==> src/rtl/dictionary_load_ctrl.sv <==
// dictionary_load_ctrl
//
// Loads one dictionary field from a boot source, then shares the dictionary's
// lookup port between two decompressor requesters.
//
// Load: after start, the source is rewound and then streamed into the
// dictionary's sequential write port. The dictionary only accepts one gapless
// burst of 2**KEY_WIDTH writes, so a source stall after the first word forces
// a rewind and a retry. MAX_RETRIES failed attempts park the block in FAIL.
//
// Lookup: once loaded, a round-robin arbiter grants at most one requester per
// cycle. Its key drives the dictionary combinationally, and the returned value
// is registered as the response one cycle later.
//
// Ports:
//   clk, reset            clock, asynchronous active-high reset
//   start                 (re)load request, honoured in IDLE, READY and FAIL
//   src_valid/src_data    boot source word
//   src_ready/src_rewind  loader accepting / restart source at entry 0
//   dict_write_enable/dict_write_val  dictionary sequential write port
//   dict_key_lookup/dict_val_in       dictionary lookup port
//   req{0,1}_valid/_key/_ready        requester handshakes
//   rsp_valid/rsp_id/rsp_val          registered lookup result
//   loaded/busy/error                 status
module dictionary_load_ctrl #(
    parameter int unsigned KEY_WIDTH   = 8,
    parameter int unsigned VAL_WIDTH   = 15,
    parameter int unsigned MAX_RETRIES = 3
) (
    input  logic                 clk,
    input  logic                 reset,
    input  logic                 start,
    input  logic                 src_valid,
    input  logic [VAL_WIDTH-1:0] src_data,
    output logic                 src_ready,
    output logic                 src_rewind,
    output logic                 dict_write_enable,
    output logic [VAL_WIDTH-1:0] dict_write_val,
    output logic [KEY_WIDTH-1:0] dict_key_lookup,
    input  logic [VAL_WIDTH-1:0] dict_val_in,
    input  logic                 req0_valid,
    input  logic [KEY_WIDTH-1:0] req0_key,
    output logic                 req0_ready,
    input  logic                 req1_valid,
    input  logic [KEY_WIDTH-1:0] req1_key,
    output logic                 req1_ready,
    output logic                 rsp_valid,
    output logic                 rsp_id,
    output logic [VAL_WIDTH-1:0] rsp_val,
    output logic                 loaded,
    output logic                 busy,
    output logic                 error
);

    localparam int unsigned RetryWidth = $clog2(MAX_RETRIES + 1);
    localparam logic [RetryWidth-1:0] RetryLimit = RetryWidth'(MAX_RETRIES);

    typedef enum logic [2:0] {
        StIdle,
        StRewind,
        StLoad,
        StReady,
        StFail
    } state_e;

    state_e                state_q, state_d;
    logic [KEY_WIDTH-1:0]  cnt_q, cnt_d;
    logic [RetryWidth-1:0] retry_cnt_q, retry_cnt_d;
    logic                  rr_q, rr_d;
    logic [KEY_WIDTH-1:0]  key_q, key_d;
    logic                  rsp_valid_q, rsp_valid_d;
    logic                  rsp_id_q, rsp_id_d;
    logic [VAL_WIDTH-1:0]  rsp_val_q, rsp_val_d;
    logic                  src_rewind_q, src_rewind_d;
    logic                  loaded_q, loaded_d;
    logic                  busy_q, busy_d;
    logic                  error_q, error_d;

    logic arb_en;
    logic grant0;
    logic grant1;

    // Arbitration and lookup path. A start seen in READY suppresses grants so
    // no lookup is served against contents that are about to be rewritten.
    always_comb begin
        arb_en = (state_q == StReady) && !start;
        grant0 = arb_en && req0_valid && (!req1_valid || !rr_q);
        grant1 = arb_en && req1_valid && (!req0_valid || rr_q);

        rr_d = rr_q;
        if (grant0) begin
            rr_d = 1'b1;
        end else if (grant1) begin
            rr_d = 1'b0;
        end

        // The lookup key holds its last value when nothing is granted.
        if (grant1) begin
            dict_key_lookup = req1_key;
        end else if (grant0) begin
            dict_key_lookup = req0_key;
        end else begin
            dict_key_lookup = key_q;
        end
        key_d = dict_key_lookup;

        rsp_valid_d = grant0 || grant1;
        rsp_id_d    = grant1;
        rsp_val_d   = (grant0 || grant1) ? dict_val_in : rsp_val_q;

        req0_ready = grant0;
        req1_ready = grant1;
    end

    // Loader write path is combinational so each accepted source word lands
    // in the dictionary in the same cycle, keeping the burst gapless.
    always_comb begin
        src_ready         = (state_q == StLoad);
        dict_write_enable = (state_q == StLoad) && src_valid;
        dict_write_val    = (state_q == StLoad) ? src_data : '0;
    end

    // Load sequencer next state.
    always_comb begin
        state_d     = state_q;
        cnt_d       = cnt_q;
        retry_cnt_d = retry_cnt_q;

        unique case (state_q)
            StIdle, StReady, StFail: begin
                if (start) begin
                    state_d     = StRewind;
                    retry_cnt_d = '0;
                end
            end
            StRewind: begin
                cnt_d   = '0;
                state_d = StLoad;
            end
            StLoad: begin
                if (src_valid) begin
                    cnt_d = cnt_q + KEY_WIDTH'(1);
                    if (cnt_q == '1) begin
                        state_d = StReady;
                    end
                end else if (cnt_q != '0) begin
                    // A stall mid-burst breaks the dictionary's write sequence.
                    retry_cnt_d = retry_cnt_q + RetryWidth'(1);
                    state_d     = (retry_cnt_d == RetryLimit) ? StFail : StRewind;
                end
            end
            default: begin
                state_d = StIdle;
            end
        endcase

        src_rewind_d = (state_d == StRewind);
        loaded_d     = (state_d == StReady);
        busy_d       = (state_d == StRewind) || (state_d == StLoad);
        error_d      = (state_d == StFail);
    end

    always_ff @(posedge clk or posedge reset) begin
        if (reset) begin
            state_q      <= StIdle;
            cnt_q        <= '0;
            retry_cnt_q  <= '0;
            rr_q         <= 1'b0;
            key_q        <= '0;
            rsp_valid_q  <= 1'b0;
            rsp_id_q     <= 1'b0;
            rsp_val_q    <= '0;
            src_rewind_q <= 1'b0;
            loaded_q     <= 1'b0;
            busy_q       <= 1'b0;
            error_q      <= 1'b0;
        end else begin
            state_q      <= state_d;
            cnt_q        <= cnt_d;
            retry_cnt_q  <= retry_cnt_d;
            rr_q         <= rr_d;
            key_q        <= key_d;
            rsp_valid_q  <= rsp_valid_d;
            rsp_id_q     <= rsp_id_d;
            rsp_val_q    <= rsp_val_d;
            src_rewind_q <= src_rewind_d;
            loaded_q     <= loaded_d;
            busy_q       <= busy_d;
            error_q      <= error_d;
        end
    end

    assign src_rewind = src_rewind_q;
    assign rsp_valid  = rsp_valid_q;
    assign rsp_id     = rsp_id_q;
    assign rsp_val    = rsp_val_q;
    assign loaded     = loaded_q;
    assign busy       = busy_q;
    assign error      = error_q;

endmodule
==> config.mk <==
export PLATFORM = sky130hd
export DESIGN_NAME = dictionary_load_ctrl
export DESIGN_NICKNAME = d
export VERILOG_FILES = /design/src/rtl/dictionary_load_ctrl.sv
export SDC_FILE = /design/constraint.sdc
export NUM_CORES = 1
export LEC_CHECK = 0
export ABC_AREA = 1
export BUFFER_PORTS_ARGS = -buffer_cell sky130_fd_sc_hd__buf_4
export CORE_MARGIN = 4
export CORE_UTILIZATION = 45
export DETAILED_ROUTE_END_ITERATION = 16
export GPL_TIMING_DRIVEN = 0
export PLACE_DENSITY_LB_ADDON = 0.15
export SLEW_MARGIN = 20
export SYNTH_ARGS = -nofsm -noshare
export SYNTH_HDL_FRONTEND = slang
export SYNTH_SLANG_ARGS = --single-unit
==> constraint.sdc <==
create_clock -name clk -period 1.51 [get_ports clk]
set_input_delay 0.0755 -clock clk [delete_from_list [all_inputs] [get_ports clk]]
set_output_delay 0.0755 -clock clk [all_outputs]
set_load 0.03 [all_outputs]
Yosys cells after proc, flatten, opt, wreduce, memory -nomap -nowiden
Index checks and enable logic that the tools add are counted.

storage, ports and cells
  flip-flop bits (word level) = 43
  output and inout bits = 48
  word-level logic and storage cells = 67

cells by class
  reduce and logical (&&, ||, !) cells = 22
  equality and inequality tests = 14
  $add $sub $neg = 2
  multiplexer cells = 17

operator list
  kind                                                              count
  8-bit 2-to-1 mux                                                  3
  8-bit one-hot mux with 2 select lines                             1
  15-bit 2-to-1 mux                                                 1
  3-bit 2-to-1 mux                                                  5
  3-bit by 2-bit == test with 1-bit output (second input constant)  4
  3-bit one-hot mux with 3 select lines                             1
  8-bit by 1-bit adder with 8-bit output (second input constant)    1
  8-bit == test (second input constant)                             1
  8-bit nonzero test                                                1
  3-bit by 1-bit == test with 1-bit output (second input constant)  2
  3-bit == test (second input constant)                             2
  1-bit logical AND                                                 6
  2-bit 2-to-1 mux                                                  3
  2-bit != test (second input constant)                             3
  2-bit nonzero test                                                3
  1-bit zero test                                                   4
  1-bit logical OR                                                  4
  2-bit one-hot mux with 2 select lines                             1
  4-bit AND reduction                                               1
  3-bit zero test                                                   1
  3-bit OR reduction                                                1
  2-bit by 1-bit adder with 2-bit output (second input constant)    1
  2-bit == test (second input constant)                             1
  1-bit 2-to-1 mux                                                  2
  other kinds (2)                                                   2

Longest topological paths before layout
Gate-level depths: netlist of the first run.

  word-level depth = 8
  mapped depth = 10
  gate-level depth less buffers = 10

Worst setup path before layout of the first run
Ideal clock, no wire load.

  kind = reg2reg
  start = register rr_q
  end = register key_q[5]
  stages on the path, launching flop included = 6
  arrival time = 1.732 ns
  path buffers = 0
  setup slack = -0.429 ns
  setup time = 0.207 ns
  period minus slack after synthesis = 1.939 ns
  path through = dfrtp_1 o21ai_2 nor2_8 inv_4 o21ai_0 o21ai_0

on the way
  elaborated cells between the ends (all ways) = 7
  classes of those cells = mux: 2; reduce/logical: 5

RTL lines
  what                          line  source
  start: declaration            69    logic rr_q, rr_d;
  start signal: assignment      181   rr_q <= rr_d;
  1-bit logical OR              88    grant1 = arb_en && req1_valid && (!req0_valid || rr_q);
  1-bit logical AND             88
  named net req1_ready          46    output logic req1_ready,
  8-bit 2-to-1 mux              98    if (grant1) begin
  named net dict_key_lookup[5]  39    output logic [KEY_WIDTH-1:0] dict_key_lookup,
  end signal: assignment        182   key_q <= key_d;
  end: declaration              70    logic [KEY_WIDTH-1:0] key_q, key_d;

The timed path passes the listed nets, and every way through them passes these cells.
A chain may end at the register's enable or synchronous reset.

Worst setup path after layout of the first run
  start = register state_q[2]
  end = output dict_key_lookup[2]

on the way
  word-level cells in the longest chain between the ends = 6
  elaborated cells between the ends (all ways) = 8
  classes of those cells = eq/ne: 1; mux: 2; reduce/logical: 5

RTL lines
  what                                          line  source
  start: declaration                            66    state_e state_q, state_d;
  start signal: assignment                      165   state_q <= StIdle;
  start signal: assignment                      178   state_q <= state_d;
  3-bit by 2-bit == test with 1-bit output (*)  86    arb_en = (state_q == StReady) && !start;
  1-bit logical AND (*)                         86
  1-bit logical AND (2 in a row)                87    grant0 = arb_en && req0_valid && (!req1_valid || !rr_q);
  8-bit 2-to-1 mux                              100   end else if (grant0) begin
  8-bit 2-to-1 mux (*)                          98
  end: declaration                              39

Every way passes the cells marked *; elsewhere a longest branch is shown, timed or not.

==> results.sh, run 1 <==
export IMPL_status="finished with violations"
export IMPL_violations="setup timing"
export IMPL_path_cells="inv_2 > nand2_4 > nor2_4 > nand2_4 > nor2_4 > nand2_4 > buf_8 > nand3_2 > nand3_2 > buf_6"
export IMPL_ys_warn_count=0
export IMPL_fin_util_pct=82.0
export IMPL_worstSetupEndpointType="output pin"
export IMPL_ys_types=30
export IMPL_cap_viol_max_count=0
export IMPL_period_needed_ns=1.84
export IMPL_final_net_count=476
export IMPL_first_pass_iters=4
export IMPL_die_h_um=77.8
export IMPL_grt_overflow=0
export IMPL_cpPeakStageDelay_ns=0.41
export IMPL_viasPerCell=4.78
export IMPL_die_area_um2=6050
export IMPL_min_path_type="in2reg"
export IMPL_clock_fmax_mhz=543
export IMPL_cp_arrival_ns=1.77
export IMPL_routed_via_count=2326
export IMPL_ys_seq_elements=43
export IMPL_syn_nets=323
export IMPL_ir_drop_v=0.00117
export IMPL_ys_flop_type="dfrtp_1"
export IMPL_async_flop_share_pct=100
export IMPL_cp_start_kind="flip-flop"
export IMPL_worst_path_max_delay_cell="dfrtp_1"
export IMPL_io_pin_count=100
export IMPL_clk_latency_ns=0.29
export IMPL_nFillCells=292
export IMPL_grt_pass1_wl_um=9990
export IMPL_yosysSeqAreaShare_pct=49.1
export IMPL_io_buffers=99
export IMPL_drcViolationCount=0
export IMPL_fin_skew_ns=0.00501
export IMPL_cts_buffer_depth=2
export IMPL_grt_pass1_vias=2225
export IMPL_ys_top_cells_by_area="dfrtp_1 (49%), nand2_1 (11%), nand3_1 (8.5%)"
export IMPL_rsz0062_at_grt="yes"
export IMPL_syn_avg_cell_area_um2=8.17
export IMPL_cts_sinks=43
export IMPL_cpMostUsedCell="nand2_4"
export IMPL_num_rows=25
export IMPL_finalPower_mw=6.91
export IMPL_coreArea_um2=4720
export IMPL_synth_edf_count=0
export IMPL_final_period_utilization_pct=122
export IMPL_syn_area_um2=2190
export IMPL_dp_hpwl_um=4150
export IMPL_clockRootBuffer="clkbuf_8"
export IMPL_n_antenna_cell=0
export IMPL_grt_usage_pct=20.3
export IMPL_cp_max_fo=7
export IMPL_yosys_area_top_type_share_pct=49.1
export IMPL_grt_max_degree=25
export IMPL_critPathKind="reg2out"
export IMPL_antenna_found_initial=0
export IMPL_required_ns=1.43
export IMPL_routedWlPerCell_um=13.5
export IMPL_die_w_um=77.8
export IMPL_start_util_pct=46.4
export IMPL_wirelength_um=6600
export IMPL_drtIter0Drc=79
export IMPL_ant_nets=0
export IMPL_power_density_nw_per_um2=1780
export IMPL_worst_pin_slew_ns=0.461
export IMPL_fin_ws_ns=-0.333
export IMPL_clkTransAtPathRegs_ns=0.08
export IMPL_h_tree_depth=2
export IMPL_drive_above_1_share_pct=48.8
export IMPL_setup_tns_ns=-6.50
export IMPL_cts_tree="done"
export IMPL_yosysTopAreaCell="dfrtp_1"
export IMPL_cts_made_buffers=5
export IMPL_syn_instance_count=268
export IMPL_slew_viol_final=0
export IMPL_place_congestion=0.815
export IMPL_leakagePower_nw=2.08
export IMPL_areaGrowthSynthToFinish_pct=76.9
export IMPL_maxSlewHeadroom_pct=69.2
export IMPL_setup_viol=51
export IMPL_hold_viol=0
-- synthesized netlist by cell type, types with 2 or more instances --
master,count
nand2_2,11
a21oi_1,6
nand3_1,37
nor2_4,3
buf_4,2
inv_2,4
dfrtp_1,43
inv_1,33
o21ai_0,12
ha_1,3
nand2_4,2
buf_2,3
nand2_1,62
nor2_1,28
nor3_1,4
-- critical path: cells and delay by family (launching register included) --
family / cells / cell delay [ns]
buffers and inverters: 3 / 0.41
AND/OR/NAND/NOR: 7 / 0.66
flip-flops: 1 / 0.41
-- per-stage QoR --
step / hold WS, ns / setup slack, ns / instance area, um^2 / cells
after CTS: 0.0116 / -0.331 / 3600 / 473
after detailed placement: 0.122 / -0.209 / 3130 / 435
final: 0.0176 / -0.333 / 3870 / 487
after global placement: 0.271 / -0.142 / 3100 / 434
after floorplan: 0.179 / -0.112 / 2270 / 268
after global routing: 0.0126 / -0.417 / 3870 / 487
-- power by group --
group          switching (mW)  internal, mW
Combinational            2.54          1.87
Sequential              0.257          1.56
Clock                   0.374         0.309
-- layout by cell type (no fill, tap or decap), drive strengths merged --
master	instances
inv	38
dfrtp	43
a21o	1
o21bai	1
clkbuf	8
buf	135
or2	1
ha	3
nor3b	1
nand4	1
dlygate4sd3	16
nor2	32
nor3	5
nand2	76
o21ai	13
nand3	38
a31oi	1
xor2	1
a21oi	6
-- final timing paths --
| path | endpoint | slack, ns | start | cells past startpoint |
|---|---|---|---|---|
| max | dict_key_lookup[2] | -0.33 | state_q[2] | 10 |
| min | key_q[7] | 0.02 | req0_key[7] | 3 |
| max reg2reg | key_q[2] | -0.18 | state_q[2] | 11 |
| min reg2reg | retry_cnt_q[1] | 0.51 | retry_cnt_q[1] | 2 |
| max in group asynchronous | busy | 0.68 | reset | 4 |
| min in group asynchronous | cnt_q[0] | 0.35 | reset | 3 |
-- flip-flops by register name, summed over array words and instances, names as in the netlist --
register / flops
key_q: 8
cnt_q: 8
rsp_valid: 1
rsp_id: 1
error: 1
state_q: 3
src_rewind: 1
busy: 1
loaded: 1
rr_q: 1
retry_cnt_q: 2
rsp_val: 15
-- layer usage --
| metal | track usage [%] | part of all wire [%] |
|---|---|---|
| met2 | 36.5 | 52 |
| met5 | 0 | 0 |
| met4 | 5.16 | 1.1 |
| met1 | 23.1 | 38 |
| met3 | 6.61 | 8.4 |
-- final cells by class --
class | instances | area, um^2 | share of cell area (%)
plain buffers | 7 | 95.1 | 2.45
clock buffers | 6 | 72.6 | 1.87
inverters | 38 | 153 | 3.94
multi-input cells | 180 | 1120 | 29.0
flip-flops and latches | 43 | 1080 | 27.8
well taps | 67 | 83.8 | 2.16
repair buffers | 146 | 1270 | 32.8
-- logic make-up after synthesis --
kind of cell | count (synthesis) | synth area share (%)
adders and majority gates | 3 | 1.71
xor gates and xnor gates | 1 | 0.400
and+or+nand+nor | 154 | 34.2
AOI/OAI and AO/OA | 22 | 5.49
buffers and inverters | 45 | 9.09
DFF | 43 | 49.1
-- repair_timing --
item                                    4_1_cts  5_1_grt
gates cloned                                  0        2
endpoints found under the setup margin       33       55
gates resized for setup                      34       40
hold buffers                                 16        0
pin swaps                                     5       17
hold endpoints to repair                     34        0
buffers inserted                             16       12
Note: power is estimated with default switching activity, not from simulation.
==> run 2: changes to the inputs <==
CTS_BUF_LIST = sky130_fd_sc_hd__clkbuf_4 sky130_fd_sc_hd__clkbuf_8   (was unset)
==> results.sh, run 2 (synthesis results as in run 1) <==
export IMPL_status="finished with violations"
export IMPL_place_congestion=0.815
export IMPL_coreArea_um2=4720
export IMPL_fin_skew_ns=0.00499
export IMPL_hold_viol=0
export IMPL_clkTransAtPathRegs_ns=0.08
export IMPL_power_density_nw_per_um2=1790
export IMPL_worst_pin_slew_ns=0.457
export IMPL_most_common_layout_cells="buf_4 (108), nand2_1 (57), dfrtp_1 (43)"
export IMPL_first_pass_iters=4
export IMPL_cts_made_buffers=5
export IMPL_dp_slack_ns=-0.209
export IMPL_fin_util_pct=82.1
export IMPL_h_tree_depth=2
export IMPL_final_net_count=476
export IMPL_ir_drop_v=0.00117
export IMPL_cts_sinks=43
export IMPL_wirelength_um=6590
export IMPL_routed_via_count=2340
export IMPL_setup_viol=51
export IMPL_viasPerCell=4.80
export IMPL_areaGrowthSynthToFinish_pct=77.1
export IMPL_violations="setup timing"
export IMPL_grt_usage_pct=20.3
export IMPL_grt_pass1_wl_um=9990
export IMPL_nFillCells=290
export IMPL_io_buffers=99
export IMPL_whs_ns=0.0196
export IMPL_clock_fmax_mhz=544
export IMPL_required_ns=1.43
export IMPL_cp_start_kind="flip-flop"
export IMPL_maxSlewHeadroom_pct=69.5
export IMPL_num_rows=25
export IMPL_drtIter0Drc=81
export IMPL_cp_arrival_ns=1.76
export IMPL_fin_ws_ns=-0.327
export IMPL_ant_nets=0
export IMPL_grt_pass1_vias=2225
export IMPL_critPathKind="reg2out"
export IMPL_min_path_type="in2reg"
export IMPL_io_pin_count=100
export IMPL_die_area_um2=6050
export IMPL_leakagePower_nw=2.08
export IMPL_drive_above_1_share_pct=49.0
export IMPL_cts_tree="done"
export IMPL_final_period_utilization_pct=122
export IMPL_largest_reg_flops=15
export IMPL_slew_viol_final=0
export IMPL_clockRootBuffer="clkbuf_8"
export IMPL_die_h_um=77.8
export IMPL_n_antenna_cell=0
export IMPL_drcViolationCount=0
export IMPL_final_common_cell="buf_4"
export IMPL_cap_viol_max_count=0
export IMPL_grt_max_degree=25
export IMPL_clk_latency_ns=0.29
export IMPL_die_w_um=77.8
export IMPL_rsz0062_at_grt="yes"
export IMPL_grt_overflow=0
export IMPL_antenna_found_initial=0
export IMPL_finalPower_mw=6.93
export IMPL_cp_max_fo=7
export IMPL_start_util_pct=46.4
export IMPL_cts_buffer_depth=2
export IMPL_dp_hpwl_um=4150
export IMPL_period_needed_ns=1.84
export IMPL_routedWlPerCell_um=13.5
export IMPL_worstSetupEndpointType="output pin"
run 2: final cells by class:
cell class / instances / area, um^2 / area share [%]
plain buffers: 7 / 95.1 / 2.45
clock buffers: 6 / 76.3 / 1.97
well taps: 67 / 83.8 / 2.16
repair buffers: 146 / 1270 / 32.8
flip-flops and latches: 43 / 1080 / 27.8
inverters: 38 / 153 / 3.94
multi-input cells: 180 / 1120 / 29.0
run 2: metrics by stage:
| step | cells | setup TNS [ns] | instance area (um^2) |
|---|---|---|---|
| 2_1_floorplan | 268 | -0.271 | 2270 |
| 3_3_place_gp | 434 | -6.58 | 3100 |
| 3_5_place_dp | 435 | -1.27 | 3130 |
| 4_1_cts | 473 | -4.87 | 3610 |
| 5_1_grt | 487 | -10.80 | 3880 |
| 6_report | 487 | -6.21 | 3880 |
run 2: worst paths after layout:
path                            slack [ns]  cells after the start            from            endpoint
min in group asynchronous             0.35                      3           reset            cnt_q[0]
worst max register to register       -0.17                     11      state_q[2]            key_q[2]
worst max-delay path                 -0.33                     10      state_q[2]  dict_key_lookup[2]
worst min register to register        0.51                      2  retry_cnt_q[1]      retry_cnt_q[1]
worst min-delay path                  0.02                      3     req0_key[7]            key_q[7]
max in group asynchronous             0.68                      4           reset          src_rewind
run 2: power breakdown:
part	internal [mW]	switching (mW)
Combinational	1.87	2.54
Clock	0.327	0.372
Sequential	1.56	0.258
Total	3.75	3.17
run 2: what timing repair did:
action | in CTS | in global routing
resized for setup | 34 | 40
hold endpoints to repair | 34 | 0
endpoints found under the setup margin | 33 | 55
gates cloned | 0 | 2
pin swaps | 5 | 17
buffers inserted | 16 | 12
hold buffers | 16 | 0
run 2: critical path: stages (launching register included):
cell and delay [ns]:
dfrtp_1 0.41, inv_2 0.10, nand2_4 0.06, nor2_4 0.11, nand2_4 0.10, nor2_4 0.14
nand2_4 0.10, buf_8 0.16, nand3_2 0.07, nand3_2 0.08, buf_6 0.15
run 2: per-layer routing:
layer	GRT usage, %	share of wire, %	up-vias
li1	-	-	1143
met1	23.1	39	1101
met2	36.5	52	89
met3	6.61	7.9	7
met4	5.16	0.96	0
met5	0	0	-
==> run 3: changes to the inputs <==
PLACE_DENSITY = 0.82   (was unset)
PLACE_DENSITY_LB_ADDON = unset   (was 0.15)
==> results.sh, run 3 (synthesis results as in run 1) <==
export IMPL_status="finished with violations"
export IMPL_violations="setup timing"
export IMPL_final_period_utilization_pct=123
export IMPL_grt_pass1_vias=2402
export IMPL_io_pin_count=100
export IMPL_cpPeakStageDelay_ns=0.42
export IMPL_fin_ws_ns=-0.349
export IMPL_cts_made_buffers=5
export IMPL_clkTransAtPathRegs_ns=0.08
export IMPL_rsz0062_at_grt="yes"
export IMPL_areaGrowthSynthToFinish_pct=86.9
export IMPL_cp_num_buf_inv=3
export IMPL_p_clk_share_pct=10.8
export IMPL_cts_tree="done"
export IMPL_drtIter0Drc=207
export IMPL_cp_start_kind="flip-flop"
export IMPL_topRoutingLayerUsed="met4"
export IMPL_placed_cell_area_um2=3120
export IMPL_pwr_share_comb_pct=65.3
export IMPL_num_rows=25
export IMPL_die_area_um2=6050
export IMPL_leakagePower_nw=2.13
export IMPL_internal_power_mw=4.08
export IMPL_min_path_type="in2reg"
export IMPL_swShare_pct=47.3
export IMPL_most_common_layout_cells="buf_4 (94), nand2_1 (49), dfrtp_1 (42)"
export IMPL_routed_via_count=2644
export IMPL_wirelength_um=9400
export IMPL_critPathKind="reg2out"
export IMPL_fin_skew_ns=0.00578
export IMPL_grt_max_degree=36
export IMPL_cap_viol_max_count=0
export IMPL_largest_reg_flops=15
export IMPL_dr_wl_met3_um=922
export IMPL_place_congestion=0.792
export IMPL_worst_pin_slew_ns=0.416
export IMPL_die_h_um=77.8
export IMPL_h_tree_depth=2
export IMPL_required_ns=1.43
export IMPL_fin_util_pct=86.6
export IMPL_slew_viol_final=0
export IMPL_hold_viol=0
export IMPL_clock_fmax_mhz=538
export IMPL_die_w_um=77.8
export IMPL_power_density_nw_per_um2=1890
export IMPL_ir_drop_v=0.00127
export IMPL_final_net_count=476
export IMPL_dp_hpwl_um=4170
export IMPL_worstSetupEndpointType="output pin"
export IMPL_viasPerCell=5.41
export IMPL_wl_met1_um=3240
export IMPL_crit_family="buffers and inverters"
export IMPL_grt_pass1_wl_um=11000
export IMPL_drive_above_1_share_pct=53.8
export IMPL_clockRootBuffer="clkbuf_8"
export IMPL_cts_sinks=43
export IMPL_switching_power_mw=3.66
export IMPL_grt_overflow=0
export IMPL_worst_path_max_delay_cell="dfrtp_1"
export IMPL_path_cells="o21ai_2 > nor2_8 > inv_6 > buf_6 > nand3_4 > nand3_4 > buf_6"
export IMPL_ant_nets=0
export IMPL_io_buffers=99
export IMPL_n_antenna_cell=0
export IMPL_period_needed_ns=1.86
export IMPL_maxSlewHeadroom_pct=72.3
export IMPL_final_common_cell="buf_4"
export IMPL_antenna_found_initial=0
export IMPL_cts_buffer_depth=2
export IMPL_dp_slack_ns=-0.173
export IMPL_cp_max_fo=10
export IMPL_grt_usage_pct=22.5
export IMPL_dr_wl_met2_um=4840
export IMPL_start_util_pct=46.4
export IMPL_finalPower_mw=7.74
export IMPL_fin_area_um2=4090
export IMPL_drcViolationCount=0
export IMPL_first_pass_iters=4
export IMPL_routedWlPerCell_um=19.2
export IMPL_coreArea_um2=4720
export IMPL_cp_arrival_ns=1.78
export IMPL_whs_ns=0.0288
export IMPL_setup_viol=53
export IMPL_pwr_share_seq_pct=23.9
export IMPL_clk_latency_ns=0.30
run 3: worst min-delay path, stage by stage:
cell and delay (ns):
buf_4 0.08, nand2_1 0.05, nand3_2 0.08
run 3: power by group through the flow:
stage               clock network (mW)  logic, mW  registers [mW]
detailed placement                   0       3.41            1.80
CTS                              0.825       3.80            1.79
global placement                     0       3.33            1.80
global route                     0.902       5.30            1.88
finish                           0.835       5.05            1.85
floorplan                            0       1.82            2.21
run 3: final timing paths:
kind | start | to | slack (ns) | cells after the start
setup / recovery | rr_q | dict_key_lookup[2] | -0.35 | 7
hold reg to reg | retry_cnt_q[0] | retry_cnt_q[0] | 0.52 | 2
min in group asynchronous | reset | rsp_valid | 0.26 | 3
hold / removal | req1_key[7] | key_q[7] | 0.03 | 3
setup reg to reg | state_q[2] | rsp_val[0] | -0.28 | 13
max in group asynchronous | reset | state_q[1] | 0.78 | 4
run 3: area by class of cell:
type	count	area (um^2)
Timing Repair Buffer	147	1320
Multi-Input combinational cell	180	1260
Sequential cell	43	1080
Fill cell	205	631
Inverter	38	165
Clock buffer	8	104
Buffer	6	85.1
Tap cell	67	83.8
run 3: metrics by stage:
stage                     setup TNS (ns)  std cells
after floorplan                   -0.271        268
after global placement             -5.50        434
after detailed placement          -0.964        435
after CTS                          -4.27        473
after global routing              -11.37        489
final                              -8.18        489
run 3: repair_timing:
action / 4_1_cts / 5_1_grt
gates resized for setup: 28 / 104
hold buffers: 16 / 0
endpoints found under the hold margin: 58 / 0
setup buffers: 14 / 16
pin swaps: 8 / 16
endpoints found under the setup margin: 29 / 56
cloned: 0 / 1
run 3: layer usage:
| layer | up-vias | track usage, % |
|---|---|---|
| met5 | - | 0 |
| met4 | 0 | 6.94 |
| met3 | 39 | 7.42 |
| met2 | 191 | 39.4 |
| met1 | 1268 | 25.9 |
| li1 | 1146 | - |
